==> src/rtl/dla_pkg.sv <==
// Shared widths, loader state encoding and kernel-geometry helpers for the DLA weight path.
// Latency: n/a (package only).
// Backpressure: n/a (package only).
package dla_pkg;

    localparam int DATA_WID = 16;   // INT16 weights
    localparam int ADDR_WID = 8;    // weight buffer address width
    localparam int MID_ADDR = 128;  // base of half 1; also capacity of one half
    localparam int NUM_SET  = 8;    // kernel-set buffers filled per load
    localparam int SET_WID  = 3;    // log2(NUM_SET)
    localparam int CHN_WID  = 7;    // kernels per set minus 1
    localparam int KSZ_WID  = 4;    // kernel side length
    localparam int SQ_WID   = 8;    // ksize^2 (wide enough for any 4-bit ksize)

    typedef enum logic [2:0] {
        ST_IDLE      = 3'd0,
        ST_CHECK     = 3'd1,
        ST_WAIT_FREE = 3'd2,
        ST_LOAD      = 3'd3,
        ST_DONE      = 3'd4,
        ST_ERR       = 3'd5
    } ld_state_e;

    // Only odd kernel sides 1..11 are supported by img2col.
    function automatic logic ksize_legal(input logic [KSZ_WID-1:0] ksize);
        logic ok;
        case (ksize)
            4'd1, 4'd3, 4'd5, 4'd7, 4'd9, 4'd11: ok = 1'b1;
            default:                             ok = 1'b0;
        endcase
        return ok;
    endfunction

    // One set buffer (chn_num+1 kernels of ksize^2 words) must fit in one half.
    function automatic logic fits_half(input logic [CHN_WID-1:0] chn,
                                       input logic [SQ_WID-1:0]  ksq);
        logic [14:0] words;
        words = ({8'd0, chn} + 15'd1) * {7'd0, ksq};
        return (words <= 15'(MID_ADDR));
    endfunction

endpackage

==> src/rtl/wgt_load_addr_gen.sv <==
// Element/kernel/set counters producing the write address, set select and last-beat flag.
// Latency: combinational from counter state; counters advance on the accepted-beat strobe.
// Backpressure: none; counters simply hold while adv is low.
module wgt_load_addr_gen
    import dla_pkg::*;
(
    input  logic                clock,
    input  logic                rst_n,
    input  logic                clr,
    input  logic                adv,
    input  logic [KSZ_WID-1:0]  ksize,
    input  logic [CHN_WID-1:0]  chn_last,
    input  logic                half,
    output logic [SQ_WID-1:0]   ksq,
    output logic [ADDR_WID-1:0] addr,
    output logic [NUM_SET-1:0]  set_oh,
    output logic                last_beat
);

    logic [SQ_WID-1:0]   elem_q;
    logic [CHN_WID-1:0]  kern_q;
    logic [SET_WID-1:0]  set_q;
    logic [ADDR_WID-2:0] kbase_q;    // kern_q * ksq, accumulated instead of multiplied
    logic                elem_last;
    logic                kern_last;
    logic                set_last;
    logic [ADDR_WID-2:0] offset;

    assign ksq       = {4'd0, ksize} * {4'd0, ksize};
    assign elem_last = (elem_q == ksq - 8'd1);
    assign kern_last = (kern_q == chn_last);
    assign set_last  = (set_q == SET_WID'(NUM_SET - 1));
    assign last_beat = elem_last && kern_last && set_last;

    // Capacity was checked before loading, so the in-half offset never exceeds 127.
    assign offset = kbase_q + elem_q[ADDR_WID-2:0];
    assign addr   = {half, offset};
    assign set_oh = NUM_SET'(1) << set_q;

    // Advance element, then kernel, then set on every accepted beat.
    always_ff @(posedge clock or negedge rst_n) begin
        if (!rst_n) begin
            elem_q  <= '0;
            kern_q  <= '0;
            set_q   <= '0;
            kbase_q <= '0;
        end else if (clr) begin
            elem_q  <= '0;
            kern_q  <= '0;
            set_q   <= '0;
            kbase_q <= '0;
        end else if (adv) begin
            if (elem_last) begin
                elem_q <= '0;
                if (kern_last) begin
                    kern_q  <= '0;
                    kbase_q <= '0;
                    set_q   <= set_q + SET_WID'(1);
                end else begin
                    kern_q  <= kern_q + CHN_WID'(1);
                    kbase_q <= kbase_q + ksq[ADDR_WID-2:0];
                end
            end else begin
                elem_q <= elem_q + SQ_WID'(1);
            end
        end
    end

endmodule

==> src/rtl/wgt_buf_loader.sv <==
// Streams INT16 weights into one ping-pong half of the weight buffer, 8 kernel sets per load.
// Latency: beat accepted at cycle N is written at N+1; load_done one cycle after the last write.
// Backpressure: s_ready only in LOAD; a full target half stalls the load until released.
module wgt_buf_loader
    import dla_pkg::*;
(
    input  logic                clock,
    input  logic                rst_n,
    input  logic                load_start,
    input  logic [CHN_WID-1:0]  chn_num,
    input  logic [KSZ_WID-1:0]  kernel_size,
    input  logic                s_valid,
    input  logic [DATA_WID-1:0] s_data,
    output logic                s_ready,
    input  logic [1:0]          half_release,
    output logic                buf_wr_en,
    output logic [ADDR_WID-1:0] buf_wr_addr,
    output logic [DATA_WID-1:0] buf_wr_data,
    output logic [NUM_SET-1:0]  buf_set_sel,
    output logic [1:0]          half_full,
    output logic                load_busy,
    output logic                load_done,
    output logic                load_err
);

    ld_state_e           state_q;
    ld_state_e           state_d;
    logic [CHN_WID-1:0]  cfg_chn_q;
    logic [KSZ_WID-1:0]  cfg_ksz_q;
    logic                wr_half_q;
    logic [1:0]          half_full_q;
    logic [1:0]          half_full_d;
    logic                beat_acc;
    logic                cfg_ok;
    logic [SQ_WID-1:0]   ksq;
    logic [ADDR_WID-1:0] gen_addr;
    logic [NUM_SET-1:0]  gen_set_oh;
    logic                gen_last;

    assign s_ready   = (state_q == ST_LOAD);
    assign beat_acc  = s_valid && s_ready;
    assign load_busy = (state_q != ST_IDLE);
    assign half_full = half_full_q;
    assign cfg_ok    = ksize_legal(cfg_ksz_q) && fits_half(cfg_chn_q, ksq);

    wgt_load_addr_gen u_addr_gen (
        .clock     (clock),
        .rst_n     (rst_n),
        .clr       (state_q == ST_CHECK),
        .adv       (beat_acc),
        .ksize     (cfg_ksz_q),
        .chn_last  (cfg_chn_q),
        .half      (wr_half_q),
        .ksq       (ksq),
        .addr      (gen_addr),
        .set_oh    (gen_set_oh),
        .last_beat (gen_last)
    );

    // State register.
    always_ff @(posedge clock or negedge rst_n) begin
        if (!rst_n) begin
            state_q <= ST_IDLE;
        end else begin
            state_q <= state_d;
        end
    end

    // Next-state: validate geometry, wait for a free half, stream, then finish or abort.
    always_comb begin
        state_d = state_q;
        case (state_q)
            ST_IDLE: begin
                if (load_start) begin
                    state_d = ST_CHECK;
                end
            end
            ST_CHECK: begin
                if (!cfg_ok) begin
                    state_d = ST_ERR;
                end else if (half_full_q[wr_half_q]) begin
                    state_d = ST_WAIT_FREE;
                end else begin
                    state_d = ST_LOAD;
                end
            end
            ST_WAIT_FREE: begin
                if (!half_full_q[wr_half_q]) begin
                    state_d = ST_LOAD;
                end
            end
            ST_LOAD: begin
                if (beat_acc && gen_last) begin
                    state_d = ST_DONE;
                end
            end
            ST_DONE:  state_d = ST_IDLE;
            ST_ERR:   state_d = ST_IDLE;
            default:  state_d = ST_IDLE;
        endcase
    end

    // Latch load geometry once per accepted load_start; later input changes are ignored.
    always_ff @(posedge clock or negedge rst_n) begin
        if (!rst_n) begin
            cfg_chn_q <= '0;
            cfg_ksz_q <= '0;
        end else if (state_q == ST_IDLE && load_start) begin
            cfg_chn_q <= chn_num;
            cfg_ksz_q <= kernel_size;
        end
    end

    // Releases clear their half; completing a load sets its half and overrides a same-cycle release.
    always_comb begin
        half_full_d = half_full_q & ~half_release;
        if (state_q == ST_DONE) begin
            half_full_d[wr_half_q] = 1'b1;
        end
    end

    // Half occupancy and ping-pong pointer.
    always_ff @(posedge clock or negedge rst_n) begin
        if (!rst_n) begin
            half_full_q <= 2'b00;
            wr_half_q   <= 1'b0;
        end else begin
            half_full_q <= half_full_d;
            if (state_q == ST_DONE) begin
                wr_half_q <= ~wr_half_q;
            end
        end
    end

    // Registered buffer write port: one cycle behind the accepted beat.
    always_ff @(posedge clock or negedge rst_n) begin
        if (!rst_n) begin
            buf_wr_en   <= 1'b0;
            buf_wr_addr <= '0;
            buf_wr_data <= '0;
            buf_set_sel <= '0;
        end else begin
            buf_wr_en   <= beat_acc;
            buf_set_sel <= beat_acc ? gen_set_oh : '0;
            if (beat_acc) begin
                buf_wr_addr <= gen_addr;
                buf_wr_data <= s_data;
            end
        end
    end

    // Completion/abort pulses, issued the cycle after DONE/ERR so done trails the last write.
    always_ff @(posedge clock or negedge rst_n) begin
        if (!rst_n) begin
            load_done <= 1'b0;
            load_err  <= 1'b0;
        end else begin
            load_done <= (state_q == ST_DONE);
            load_err  <= (state_q == ST_ERR);
        end
    end

endmodule
==> config.mk <==
export PLATFORM = sky130hd
export DESIGN_NAME = wgt_buf_loader
export DESIGN_NICKNAME = d
export VERILOG_FILES = /design/src/rtl/dla_pkg.sv /design/src/rtl/wgt_load_addr_gen.sv /design/src/rtl/wgt_buf_loader.sv
export SDC_FILE = /design/constraint.sdc
export NUM_CORES = 1
export LEC_CHECK = 0
export ABC_CLOCK_PERIOD_IN_PS = 6520
export BUFFER_PORTS_ARGS = -buffer_cell sky130_fd_sc_hd__buf_2
export CAP_MARGIN = 20
export CORE_ASPECT_RATIO = 0.5
export CORE_MARGIN = 2
export CORE_UTILIZATION = 45
export DETAILED_ROUTE_END_ITERATION = 16
export PLACE_DENSITY = 0.68
export RECOVER_POWER = 100
export REMOVE_ABC_BUFFERS = 1
export SLEW_MARGIN = 20
export SYNTH_ARGS = -nofsm -noshare
export SYNTH_HDL_FRONTEND = slang
export SYNTH_SLANG_ARGS = --single-unit
==> constraint.sdc <==
create_clock -name clock -period 6.52 [get_ports clock]
set_input_delay 0.326 -clock clock [delete_from_list [all_inputs] [get_ports clock]]
set_output_delay 0.326 -clock clock [all_outputs]
set_load 0.02 [all_outputs]
# After elaboration in Yosys (flattened, before gate mapping)
# Index checks and enable logic that the tools add are counted.
# totals
regBits,77
output_inout_bits,39
input_bits,33
# op_classes
bitwise_logic,4
magnitude_cmp,3
add_sub_neg,7
eq_ne,17
reduce_logical,16
muxes,28
multipliers,2
shift,1
# ops
op,count
$mux W7,8
$mux W8,4
$mux W3,8
$le A15 B8 Y1 const B,1
$mul A8 B8 Y15,1
$add A7 B7 Y7,2
$pmux W3 S4,1
$eq A3 B3 Y1 const B,3
$add A7 B1 Y8 const B,1
$add A8 B1 Y8 const B,1
$eq A4 B3 Y1 const B,2
$eq A4 B4 Y1 const B,2
$eq A8 B8 Y1,1
$mul A4 B4 Y8,1
$shl A1 B3 Y8 const A,1
$sub A8 B1 Y8 const B,1
$add A7 B1 Y7 const B,1
$eq A7 B7 Y1,1
$logic_and A1 B1 Y1,7
$eq A3 B2 Y1 const B,2
$reduce_and A3 Y1,2
$reduce_bool A2 Y1,3
$reduce_or A6 Y1,1
$mux W1,5
other kinds (17),18

# Longest topological paths before layout
# depth
word_depth,8
depth_mapped,25
ltp_nobuf,24

# Cells and area by module
# Synthesis repeated with hierarchy kept, for this count alone.
# hier_totals
hier_cells,655
area_unflattened_um2,6448.7
# modules_own_cells
mod,seq_area_each_um2,n_inst,area_each_um2,cells_per_inst
wgt_buf_loader,1301.2,1,4192.8,400
wgt_load_addr_gen,625.6,1,2255.9,255

# Worst setup path after synthesis
# Ideal clock, no wire load.
# synth_timing
kind,reg2reg
startpoint,register cfg_ksz_q[0]
endpoint,register state_q[0]
period_less_slack_ps,6230
arrival_time_ps,6106
path_buffers,2
stages_incl_launch_ff,26
required_time_ps,6396
setup_time_ps,124
setup_slack_ps,290
cell_sequence,dfrtp_1 -> clkbuf_1 -> clkbuf_1 -> and2_1 -> inv_1 -> fa_1 -> or2b_1 -> a21oi_1 -> xnor2_1 -> nor2_1 -> fa_1 -> inv_1 -> fa_1 -> inv_1 -> fa_1 -> inv_1 -> fa_1 -> inv_1 -> ha_1 -> and3_1 -> a21oi_1 -> a31oi_1 -> a31oi_1 -> xnor2_1 -> nand4_1 -> a211o_1
# synth_via
elab_chain_len,8
# synth_lines
item,line,text
"start, declared",wgt_buf_loader.sv:29,logic [KSZ_WID-1:0] cfg_ksz_q;
"start signal, assigned",wgt_buf_loader.sv:110,cfg_ksz_q <= kernel_size;
branches (longest 8 deep; another with $mul A8 B8 Y15),--,
"end signal, assigned",wgt_buf_loader.sv:65,state_q <= state_d;
"end, declared",wgt_buf_loader.sv:26,ld_state_e state_q;
# Parallel ways; which one is timed is not known.
# A chain may end at the register's enable or synchronous reset.

# Worst setup path after layout
# layout_timing
startpoint,register cfg_ksz_q[2]
endpoint,register state_q[0]
# Same word-level chain as after synthesis.

==> results_dict.tcl <==
set metrics [dict create \
    status "finished, violations left" \
    violations "capacitance limit, slew limit" \
    routedWlPerCell_um 14.9 \
    stdcell_area_um2 6860 \
    antenna_found_initial 0 \
    drive_gt1_frac 0.127 \
    endpoint_kind "flop" \
    syn_avg_cell_area_um2 9.37 \
    arrival_ns 6.42 \
    switchingPower_mw 2.01 \
    fmax_mhz 161 \
    dieArea_um2 14400 \
    worst-r2r-cell-count 23 \
    hold_class "input port to flop" \
    seqPwrFrac 0.186 \
    htreeDepth 3 \
    dieWidth_um 168 \
    synth_edf_count 0 \
    start_util 0.469 \
    grt_pass1_vias 4696 \
    ctsHoldBuffers 0 \
    syn2layout_area_growth_pct 13.4 \
    swShare 0.493 \
    power.internal_mw 2.06 \
    endpoint "state_q[0]" \
    clock_latency_ns 0.34 \
    start_kind "flop" \
    cp.required_ns 6.74 \
    power.clock.fraction 0.125 \
    finClkSkew_ns 0.00894 \
    place_congestion 0.839 \
    hold_viol_final 0 \
    grt_max_degree 78 \
    io_buffers 71 \
    drt_iter0_markers 300 \
    placed_area_um2 6620 \
    p_comb_frac 0.689 \
    max-vdd-ir-drop_v 0.000278 \
    hpwl_mm 10.0 \
    yosys_warnings 0 \
    netlist_area_um2 6050 \
    cts_buffer_depth 2 \
    drv_slew 125 \
    final_cell_mix "90 x nand2_1, 76 x dfrtp_1, 60 x nor2_1" \
    num_vias 4729 \
    crit_fanout 9 \
    synth_seq_cells 77 \
    grt_pass1_wl_mm 23.0 \
    critPathMaxStageDelay_ns 0.54 \
    drt_pass1_iterations 5 \
    setup_viol 0 \
    core_area_um2 12900 \
    clkSlewWorstSetupHoldPaths_ns 0.07 \
    crit_chain "nor2b_2 > ha_1 > a21oi_1 > a21bo_2 > nand2_1 > nand2_1 > nor2_1 > fa_1 > inv_1 > fa_1 > inv_1 > fa_1 > inv_1 > fa_1 > inv_1 > ha_1 > and3_1 > a21oi_2 > a31oi_1 > a31oi_1 > xnor2_1 > nand4_1 > a211o_1" \
    fillers 1184 \
    r2r-start "cfg_ksz_q[2]" \
    ys_types 66 \
    die_h_um 86.0 \
    cpLargestDelayFamily "adder cells" \
    path_class "flop to flop" \
    r2r_setup_slack_ns 0.32 \
    wirelength_mm 13.3 \
    rows 29 \
    grt_overflow 0 \
    num-nets-final 841 \
    p_leak_nw 3.38 \
    r2r_end "state_q[0]" \
    detail-route-antenna-nets 0 \
    cts_tree "yes" \
    tightest_slew_ns 4.14 \
    period_share 0.950 \
    crit_cells 23 \
    final_util 0.532 \
    ys_seq_area_frac 0.319 \
    relSlewSlack -1.76 \
    crit_buf_inv 4 \
    grt_usage 0.197 \
    cts_buffers 9 \
    drc_errors 0 \
    async_flop_share 1.00 \
    drv_cap 3 \
    via_per_inst 5.29 \
    period_minus_slack_ns 6.20 \
    clkSinkCount 77 \
    io_pins 72 \
    cpMaxStageDelayCell "fa_1" \
    root_buffer "clkbuf_16" \
    final_common_cell "nand2_1" \
    powerDensity_nw_per_um2 594 \
    diodes 0 \
    dominantRegCellSynth "dfrtp_1" \
    startpoint "cfg_ksz_q[2]" \
    syn_inst 645 \
]
==> synthesized netlist by cell type, drive strengths merged, types with 2 or more instances <==
master / number / share of area
dfrtp: 77 / 0.32
nand4: 8 / 0.0083
or3: 5 / 0.0060
a21oi: 17 / 0.014
mux2i: 6 / 0.0099
and3: 16 / 0.017
nand3: 12 / 0.0099
nand2b: 8 / 0.0083
inv: 57 / 0.035
nand2: 90 / 0.056
a2111oi: 2 / 0.0060
o31ai: 2 / 0.0025
or2b: 3 / 0.0037
a21boi: 2 / 0.0025
o21ai: 18 / 0.017
clkbuf: 18 / 0.011
o21a: 2 / 0.0025
nor2: 60 / 0.037
nand3b: 4 / 0.0050
fa: 30 / 0.099
o21bai: 2 / 0.0025
ha: 59 / 0.12
a31oi: 9 / 0.0093
o211ai: 3 / 0.0037
o311ai: 2 / 0.0029
nor2b: 9 / 0.0093
mux2: 15 / 0.028
buf: 2 / 0.0027
xor2: 16 / 0.024
a211oi: 6 / 0.0074
xnor2: 29 / 0.042
a211o: 2 / 0.0043
and2: 8 / 0.0083
a21o: 10 / 0.014
nor3: 9 / 0.0083
or2: 6 / 0.0062
==> registers in the layout, indices dropped and copies added (netlist names), 4 cells and up <==
| name | cells |
|---|---|
| u_addr_gen.elem_q | 8 |
| cfg_ksz_q | 4 |
| u_addr_gen.kern_q | 7 |
| buf_wr_data | 16 |
| u_addr_gen.kbase_q | 7 |
| cfg_chn_q | 7 |
| buf_set_sel | 8 |
| buf_wr_addr | 8 |
==> how the worst min path moves through the flow <==
| stage | startpoint | end | slack, ns | cells past startpoint |
|---|---|---|---|---|
| after floorplan | rst_n | buf_set_sel[0] | 0.03 | 0 |
| after global placement | buf_wr_data[5] | buf_wr_data[5] | 0.45 | 2 |
| after detailed placement | buf_wr_addr[0] | buf_wr_addr[0] | 0.46 | 2 |
| after CTS | s_data[9] | buf_wr_data[9] | 0.17 | 3 |
| after global routing | s_data[12] | buf_wr_data[12] | 0.17 | 3 |
| final | s_data[9] | buf_wr_data[9] | 0.17 | 3 |
==> area by class of cell <==
| cell class | count | area [um^2] | area share |
|---|---|---|---|
| Clock buffer | 10 | 229 | 0.0334 |
| Inverter | 57 | 214 | 0.0312 |
| Timing Repair Buffer | 83 | 388 | 0.0566 |
| Tap cell | 170 | 213 | 0.0310 |
| Multi-Input combinational cell | 491 | 3810 | 0.556 |
| Clock inverter | 6 | 70.1 | 0.0102 |
| Sequential cell | 77 | 1930 | 0.281 |
==> metal layers <==
| layer | vias to the layer above | GRT usage | part of all wire |
|---|---|---|---|
| met3 | 12 | 0.0305 | 0.044 |
| met5 | - | 0 | 0 |
| li1 | 2329 | - | - |
| met4 | 0 | 0.0474 | 0.0093 |
| met2 | 118 | 0.340 | 0.47 |
| met1 | 2270 | 0.263 | 0.48 |
==> worst min-delay path, cell delays in order <==
cell     delay, ns
buf_2         0.07
nand2_1       0.04
nand2_1       0.04
==> what timing repair did <==
action | 4_1_cts | 5_1_grt
setup buffers | 0 | 0
resized for setup | 0 | 5
setup endpoints to repair | 0 | 3
hold endpoints to repair | 0 | 0
==> cell families (layout without fill, tap and decap cells) <==
kind of cell / count (synthesis) / after routing / synth area share
adder cells (fa/ha/maj): 89 / 89 / 0.221
XOR/XNOR: 46 / 46 / 0.0704
AND/OR/NAND/NOR: 244 / 244 / 0.192
multiplexers: 21 / 21 / 0.0379
buffers and inverters: 77 / 156 / 0.0493
flip-flops: 77 / 77 / 0.319
AO/OA/AOI/OAI: 91 / 91 / 0.110
==> power groups by stage <==
| stage | sequential, mW | combinational, mW | clock, mW |
|---|---|---|---|
| floorplan | 0.845 | 2.01 | 0 |
| global placement | 0.754 | 2.77 | 0 |
| detailed placement | 0.760 | 2.82 | 0 |
| CTS | 0.752 | 2.86 | 0.519 |
| global route | 0.780 | 3.23 | 0.540 |
| finish | 0.756 | 2.80 | 0.510 |
==> through the flow <==
stage	power (mW)	hold slack [ns]	setup slack, ns	setup TNS [ns]	std cells
after floorplan	2.86	0.0304	0.454	0	625
after detailed placement	3.58	0.458	0.0975	0	877
after global routing	4.55	0.173	-0.0232	-0.0232	894
after CTS	4.13	0.165	0.0671	0	893
after global placement	3.52	0.452	0.254	0	877
final	4.07	0.172	0.324	0	894
No activity file was read; power rests on OpenSTA's default activity.
